==> src/rtl/ysyx_24100029_scoreboard.sv <==
// ----------------------------------------------------------------------------
// ysyx_24100029_scoreboard
//
// Issue-stage scoreboard between decode and execute. It holds one decoded
// instruction in an issue register. Per-register 2-bit counters track the
// register writes that are still pending. An instruction is released only when
// it has no RAW hazard, would not overflow a WAW counter, and does not collide
// with the non-pipelined mul/div unit.
//
// Ports
//   clock, reset                 rising-edge clock, async active-high reset
//   dec_valid / dec_ready        decode handshake
//   dec_rs1/rs2/rd, dec_use_*    source/dest indices and their use flags
//   dec_rd_wen, dec_muldiv       destination write enable, mul/div user
//   dec_payload                  opaque packet carried to execute
//   issue_valid / issue_ready    execute handshake
//   issue_payload/rd/rd_wen/muldiv  registered instruction fields
//   wb_valid, wb_rd              a register write retires
//   muldiv_done                  mul/div unit finished
//   inst_kill                    discard the instruction in the issue register
//   stall_cycles                 decode stall cycle counter (wraps)
// ----------------------------------------------------------------------------
module ysyx_24100029_scoreboard #(
    parameter int PAYLOAD_W = 128,
    parameter int MAX_PEND  = 3
) (
    input  logic                 clock,
    input  logic                 reset,
    input  logic                 dec_valid,
    output logic                 dec_ready,
    input  logic [4:0]           dec_rs1,
    input  logic [4:0]           dec_rs2,
    input  logic [4:0]           dec_rd,
    input  logic                 dec_use_rs1,
    input  logic                 dec_use_rs2,
    input  logic                 dec_rd_wen,
    input  logic                 dec_muldiv,
    input  logic [PAYLOAD_W-1:0] dec_payload,
    output logic                 issue_valid,
    input  logic                 issue_ready,
    output logic [PAYLOAD_W-1:0] issue_payload,
    output logic [4:0]           issue_rd,
    output logic                 issue_rd_wen,
    output logic                 issue_muldiv,
    input  logic                 wb_valid,
    input  logic [4:0]           wb_rd,
    input  logic                 muldiv_done,
    input  logic                 inst_kill,
    output logic [31:0]          stall_cycles
);

    // Pending-write counters; entry 0 exists only to keep indexing simple and
    // is held at zero because x0 is never tracked.
    logic [1:0]           cnt_q [32];
    logic [1:0]           cnt_d [32];

    logic                 vld_q,     vld_d;
    logic [PAYLOAD_W-1:0] payload_q, payload_d;
    logic [4:0]           rd_q,      rd_d;
    logic                 rd_wen_q,  rd_wen_d;
    logic                 muldiv_q,  muldiv_d;
    logic                 mdbusy_q,  mdbusy_d;
    logic [31:0]          stall_q,   stall_d;

    logic raw, waw, md;
    logic accept, issue_hs;

    // Hazards look only at registered counters: a write-back in this cycle
    // unblocks a stalled reader one cycle later, never in the same cycle.
    assign raw = (dec_use_rs1 && dec_rs1 != 5'd0 && cnt_q[dec_rs1] != 2'd0) ||
                 (dec_use_rs2 && dec_rs2 != 5'd0 && cnt_q[dec_rs2] != 2'd0);
    assign waw = dec_rd_wen && dec_rd != 5'd0 && cnt_q[dec_rd] == 2'(MAX_PEND);
    // The unit is blocked both while busy and while a mul/div waits in issue.
    assign md  = dec_muldiv && (mdbusy_q || (vld_q && muldiv_q));

    // reset gates dec_ready so nothing is offered as accepted while held.
    assign dec_ready   = !reset && !raw && !waw && !md && !inst_kill &&
                         (!vld_q || issue_ready);
    assign issue_valid = vld_q && !inst_kill;

    assign accept   = dec_valid && dec_ready;
    assign issue_hs = issue_valid && issue_ready;

    // Counter next state: +1 accept, -1 write-back, -1 kill undo, clamped.
    always_comb begin
        int net;
        for (int r = 0; r < 32; r++) begin
            // NOTE: every comb output gets a value on every path (here, the
            // unconditional default) so no latch is inferred.
            cnt_d[r] = cnt_q[r];
            net      = 0;
            if (r != 0) begin
                net = int'(cnt_q[r]);
                if (accept && dec_rd_wen && dec_rd == 5'(r))
                    net = net + 1;
                if (wb_valid && wb_rd == 5'(r))
                    net = net - 1;
                if (inst_kill && vld_q && rd_wen_q && rd_q == 5'(r))
                    net = net - 1;
                if (net < 0)
                    cnt_d[r] = 2'd0;
                else if (net > MAX_PEND)
                    cnt_d[r] = 2'(MAX_PEND);
                else
                    cnt_d[r] = 2'(net);
            end
        end
    end

    // Issue register and side state next values.
    always_comb begin
        vld_d     = vld_q;
        payload_d = payload_q;
        rd_d      = rd_q;
        rd_wen_d  = rd_wen_q;
        muldiv_d  = muldiv_q;
        mdbusy_d  = mdbusy_q;
        stall_d   = stall_q;

        if (accept) begin
            vld_d     = 1'b1;
            payload_d = dec_payload;
            rd_d      = dec_rd;
            rd_wen_d  = dec_rd_wen;
            muldiv_d  = dec_muldiv;
        end else if (inst_kill || issue_hs) begin
            vld_d = 1'b0;
        end

        // A new mul/div issue wins over a completion in the same cycle.
        if (issue_hs && muldiv_q)
            mdbusy_d = 1'b1;
        else if (muldiv_done)
            mdbusy_d = 1'b0;

        if (dec_valid && !dec_ready && !inst_kill)
            stall_d = stall_q + 32'd1;
    end

    always_ff @(posedge clock or posedge reset) begin
        if (reset) begin
            // NOTE: the counter array is reset explicitly; stale pending
            // counts after reset would deadlock readers forever.
            for (int r = 0; r < 32; r++)
                cnt_q[r] <= 2'd0;
            vld_q     <= 1'b0;
            payload_q <= '0;
            rd_q      <= 5'd0;
            rd_wen_q  <= 1'b0;
            muldiv_q  <= 1'b0;
            mdbusy_q  <= 1'b0;
            stall_q   <= 32'd0;
        end else begin
            // NOTE: non-blocking assignments so every register samples the
            // pre-edge values, independent of statement order.
            for (int r = 0; r < 32; r++)
                cnt_q[r] <= cnt_d[r];
            vld_q     <= vld_d;
            payload_q <= payload_d;
            rd_q      <= rd_d;
            rd_wen_q  <= rd_wen_d;
            muldiv_q  <= muldiv_d;
            mdbusy_q  <= mdbusy_d;
            stall_q   <= stall_d;
        end
    end

    assign issue_payload = payload_q;
    assign issue_rd      = rd_q;
    assign issue_rd_wen  = rd_wen_q;
    assign issue_muldiv  = muldiv_q;
    assign stall_cycles  = stall_q;

endmodule

==> config.mk <==
export PLATFORM = sky130hd
export DESIGN_NAME = ysyx_24100029_scoreboard
export DESIGN_NICKNAME = d
export VERILOG_FILES = /design/src/rtl/ysyx_24100029_scoreboard.sv
export SDC_FILE = /design/constraint.sdc
export NUM_CORES = 1
export LEC_CHECK = 0
export ABC_CLOCK_PERIOD_IN_PS = 14720
export BUFFER_PORTS_ARGS = -buffer_cell sky130_fd_sc_hd__buf_4
export CORE_AREA = 4 4 270 272
export CTS_CLUSTER_DIAMETER = 50
export DETAILED_ROUTE_END_ITERATION = 6
export DIE_AREA = 0 0 274 276
export GPL_TIMING_DRIVEN = 0
export SLEW_MARGIN = 40
export SYNTH_ARGS = -nofsm -noshare
export SYNTH_HDL_FRONTEND = slang
export SYNTH_SLANG_ARGS = --single-unit
==> constraint.sdc <==
create_clock -name clock -period 14.72 [get_ports clock]
set_input_delay 2.944 -clock clock [delete_from_list [all_inputs] [get_ports clock]]
set_output_delay 2.944 -clock clock [all_outputs]
set_load 0.05 [all_outputs]
==> impl_metrics.toml <==
[routing]
wire_per_inst_um = 20.14
drt-initial-drc-count = 1581
route.vias.total = 18810
drcViolationCount = 0
first_pass_iters = 6
viasPerCell = 5.295
wl_mm = 71.55
postRouteAntennaNets = 0

[clocking]
post_cts_resized = 0
cts_sinks = 231
cts_buffer_depth = 3
path_clk_slew_ps = 50
post_cts_buffers = 0
numCtsBuffers = 44
cts-root-buf = "clkbuf_16"
cts_tree = "built"
holdBufCountCts = 0
htree_num_levels = 2
clk_latency_ps = 580

[global_route]
grt_pass1_wl_mm = 107.8
grt_max_degree = 78
grt.total_usage_pct = 18.12
first_global_vias = 17880
grt.overflow.total = 0
antenna_found_initial = 2

[setup_path]
r2r_start = "cnt_q[32]"
ff2ff_setup_slack_ps = 9720
path_class = "primary input to output port"
crit_arrival_ps = 6100
reg2regPathDepth = 16
crit_fanout = 10
critPathLaunchType = "primary input"
cp.required_ps = 11780
end_kind = "output port"
r2r_end = "cnt_q[22]"

[finish]
layout.nets = 2851
finish.instance_area_sq_um = 24810
syn2layout_area_growth_pct = 26.94
drive_gt1_share_pct = 28.06
fillCellCount = 7372

[power_and_ir_drop]
peakVddDrop_uv = 165.6
p_leak_nw = 10.31
total_power_mw = 4.489
power_density_nw_per_um2 = 180.9

[timing]
worstMarginPinSlew_ps = 929.0
skew_ps = 27.89
relSlewSlack_pct = 37.94
fin_setup_tns_ps = 0
hold_viol = 0
setup_violations = 0
fin_crit_ps = 9041
slew_viol_final = 0
fin_crit_sh_pct = 61.42
timing.fmax_mhz = 110.6
rsz0062_at_grt = "false"

[yosys]
synth.top_cells.by_area = "dfrtp_1 30%, mux2_2 8.9%, ha_1 8.0%, nand2_1 4.9%, xnor2_1 4.3%"
synth_simple_gate_area_share_pct = 24.01
synth_top_family_by_area = "simple AND/OR/NAND/NOR gates"
synthAdderAreaFrac_pct = 8.002
synth_top_flop_cell = "dfrtp_1"
syn_area_sq_um = 19540
synth_top_area_share_pct = 29.58
yosysUniqueCellTypes = 109
ys_seq_area_share_pct = 29.58
muxShareOfSynthArea_pct = 13.40
synthXorXnorAreaFrac_pct = 6.088
post_synth_inst_count = 2193
synth_area_per_cell_sq_um = 8.912
synth.largest_area_cell = "dfrtp_1"
ys_async_sr_fraction_pct = 100.0
synth_compound_area_share_pct = 15.28
syn_nets = 2477
synth_edf_count = 0
ys_warn_count = 0
synth-seq-cells = 231

[run]
cap_viol_max_count = 0

[floorplan]
start_util_pct = 27.63
die_h_um = 276
die-area_sq_um = 75620
core-area_sq_um = 70750
ios = 328
die_w_um = 274
row_count = 98

[hold_path]
hold_start = "stall_cycles[31]"
holdPathEnd = "stall_cycles[31]"
hold_path_class = "flop to flop"
whs_path_depth = 1

[placed_design]
hpwlAfterDp_mm = 55.63
placed_cell_area_sq_um = 23290
gp_congestion = 0.9925
numPortBuffers = 324

[outcome]
outcome = "complete, no violations"
cells in the mapped netlist, drive strengths merged (15+ instances only):
| library cell | instances |
|---|---|
| clkbuf | 33 |
| nand2 | 259 |
| o211ai | 16 |
| nand2b | 24 |
| nand3 | 81 |
| nor2 | 212 |
| xor2 | 39 |
| or3 | 22 |
| and2 | 26 |
| a21oi | 88 |
| a31oi | 42 |
| mux2 | 160 |
| inv | 52 |
| nor4 | 22 |
| a21boi | 16 |
| buf | 62 |
| mux2i | 34 |
| xnor2 | 96 |
| o21ai | 72 |
| nor2b | 19 |
| mux4 | 21 |
| ha | 125 |
| nor3 | 135 |
| and3 | 39 |
| dfrtp | 231 |
| a211oi | 15 |
| nand4 | 23 |
final cells by class:
class | instances | area [sq um] | area share [%]
Multi-Input combinational cell | 1815 | 13090 | 52.76
Timing Repair Buffer | 328 | 2520 | 10.16
Clock buffer | 55 | 1192 | 4.806
Tap cell | 950 | 1189 | 4.791
Buffer | 95 | 521.8 | 2.103
Inverter | 52 | 202.7 | 0.8170
Clock inverter | 26 | 311.5 | 1.256
Sequential cell | 231 | 5781 | 23.30
Antenna cell | 1 | 2.502 | 0.01009
critical path: stages:
cell	delay, ps
buf_4	110
buf_2	380
buf_6	250
buf_2	300
o211ai_1	130
and3_1	170
o21ai_2	140
and3b_1	170
buf_4	250
nand3_4	140
inv_2	340
buf_2	470
buf_4	280
metal layers:
layer / up-vias / global-route usage (%) / part of all wire, %
met1: 8971 / 22.97 / 41
met3: 149 / 5.294 / 10
met2: 853 / 29.62 / 46
met4: 6 / 5.741 / 3.5
met5: - / 0.6418 / 0.14
li1: 8835 / - / -
logic make-up (layout without fill, tap and decap cells):
logic type	Yosys count	after routing
XOR/XNOR	135	135
AND/OR/NAND/NOR	914	914
other	0	1
adder cells (fa/ha/maj)	125	125
AO/OA/AOI/OAI	426	426
buffers and inverters	147	556
flip-flops	231	231
multiplexers	215	215
how the worst max path moves through the flow:
stage                          from           endpoint  slack (ps)  cells after the start
final                     dec_rd[1]          dec_ready        5680                     13
after detailed placement  dec_rd[1]          dec_ready        5750                     13
after global routing      dec_rd[1]          dec_ready        5670                     13
after floorplan               reset           cnt_q[0]        5440                      1
after global placement        reset  issue_payload[46]        1750                      2
after CTS                 dec_rd[1]          dec_ready        5740                     13
placed cells by master (no fill, tap or decap), drive strengths merged, types with 21 or more instances in the layout:
cell    Yosys  final
buf        62    390
clkbuf     33     88
inv        52     57
xor2       39     39
mux2i      34     34
o21ai      72     72
xnor2      96     96
dfrtp     231    231
or3        22     22
nand4      23     23
mux4       21     21
ha        125    125
nor4       22     22
nor2      212    212
nor3      135    135
a31oi      42     42
nand2b     24     24
a21oi      88     88
mux2      160    160
and2       26     26
and3       39     39
nand3      81     81
nand2     259    259
power by group:
part | internal (mW) | switching, mW | total, mW | leakage, nW
registers | 0.863 | 0.202 | 1.06 | 2.80
logic | 0.876 | 1.52 | 2.40 | 6.78
clock network | 0.652 | 0.378 | 1.03 | 0.727
sequential cells by signal, summed over array words and instances (netlist names):
signal,flops
stall_cycles,32
vld_q,1
mdbusy_q,1
issue_rd_wen,1
issue_muldiv,1
issue_payload,128
issue_rd,5
cnt_q,62
stage by stage:
| step | utilization, % | setup WS [ps] | hold slack (ps) | std cells |
|---|---|---|---|---|
| 2_1_floorplan | - | 5443 | 514.4 | 2193 |
| 4_1_cts | 35.04 | 5742 | 469.7 | 3552 |
| 3_3_place_gp | 32.74 | 1753 | 459.4 | 3467 |
| 6_report | 35.07 | 5679 | 465.6 | 3553 |
| 5_1_grt | 35.06 | 5673 | 505.2 | 3552 |
| 3_5_place_dp | 32.92 | 5754 | 458.5 | 3471 |
Note: power is estimated with default switching activity, not from simulation.
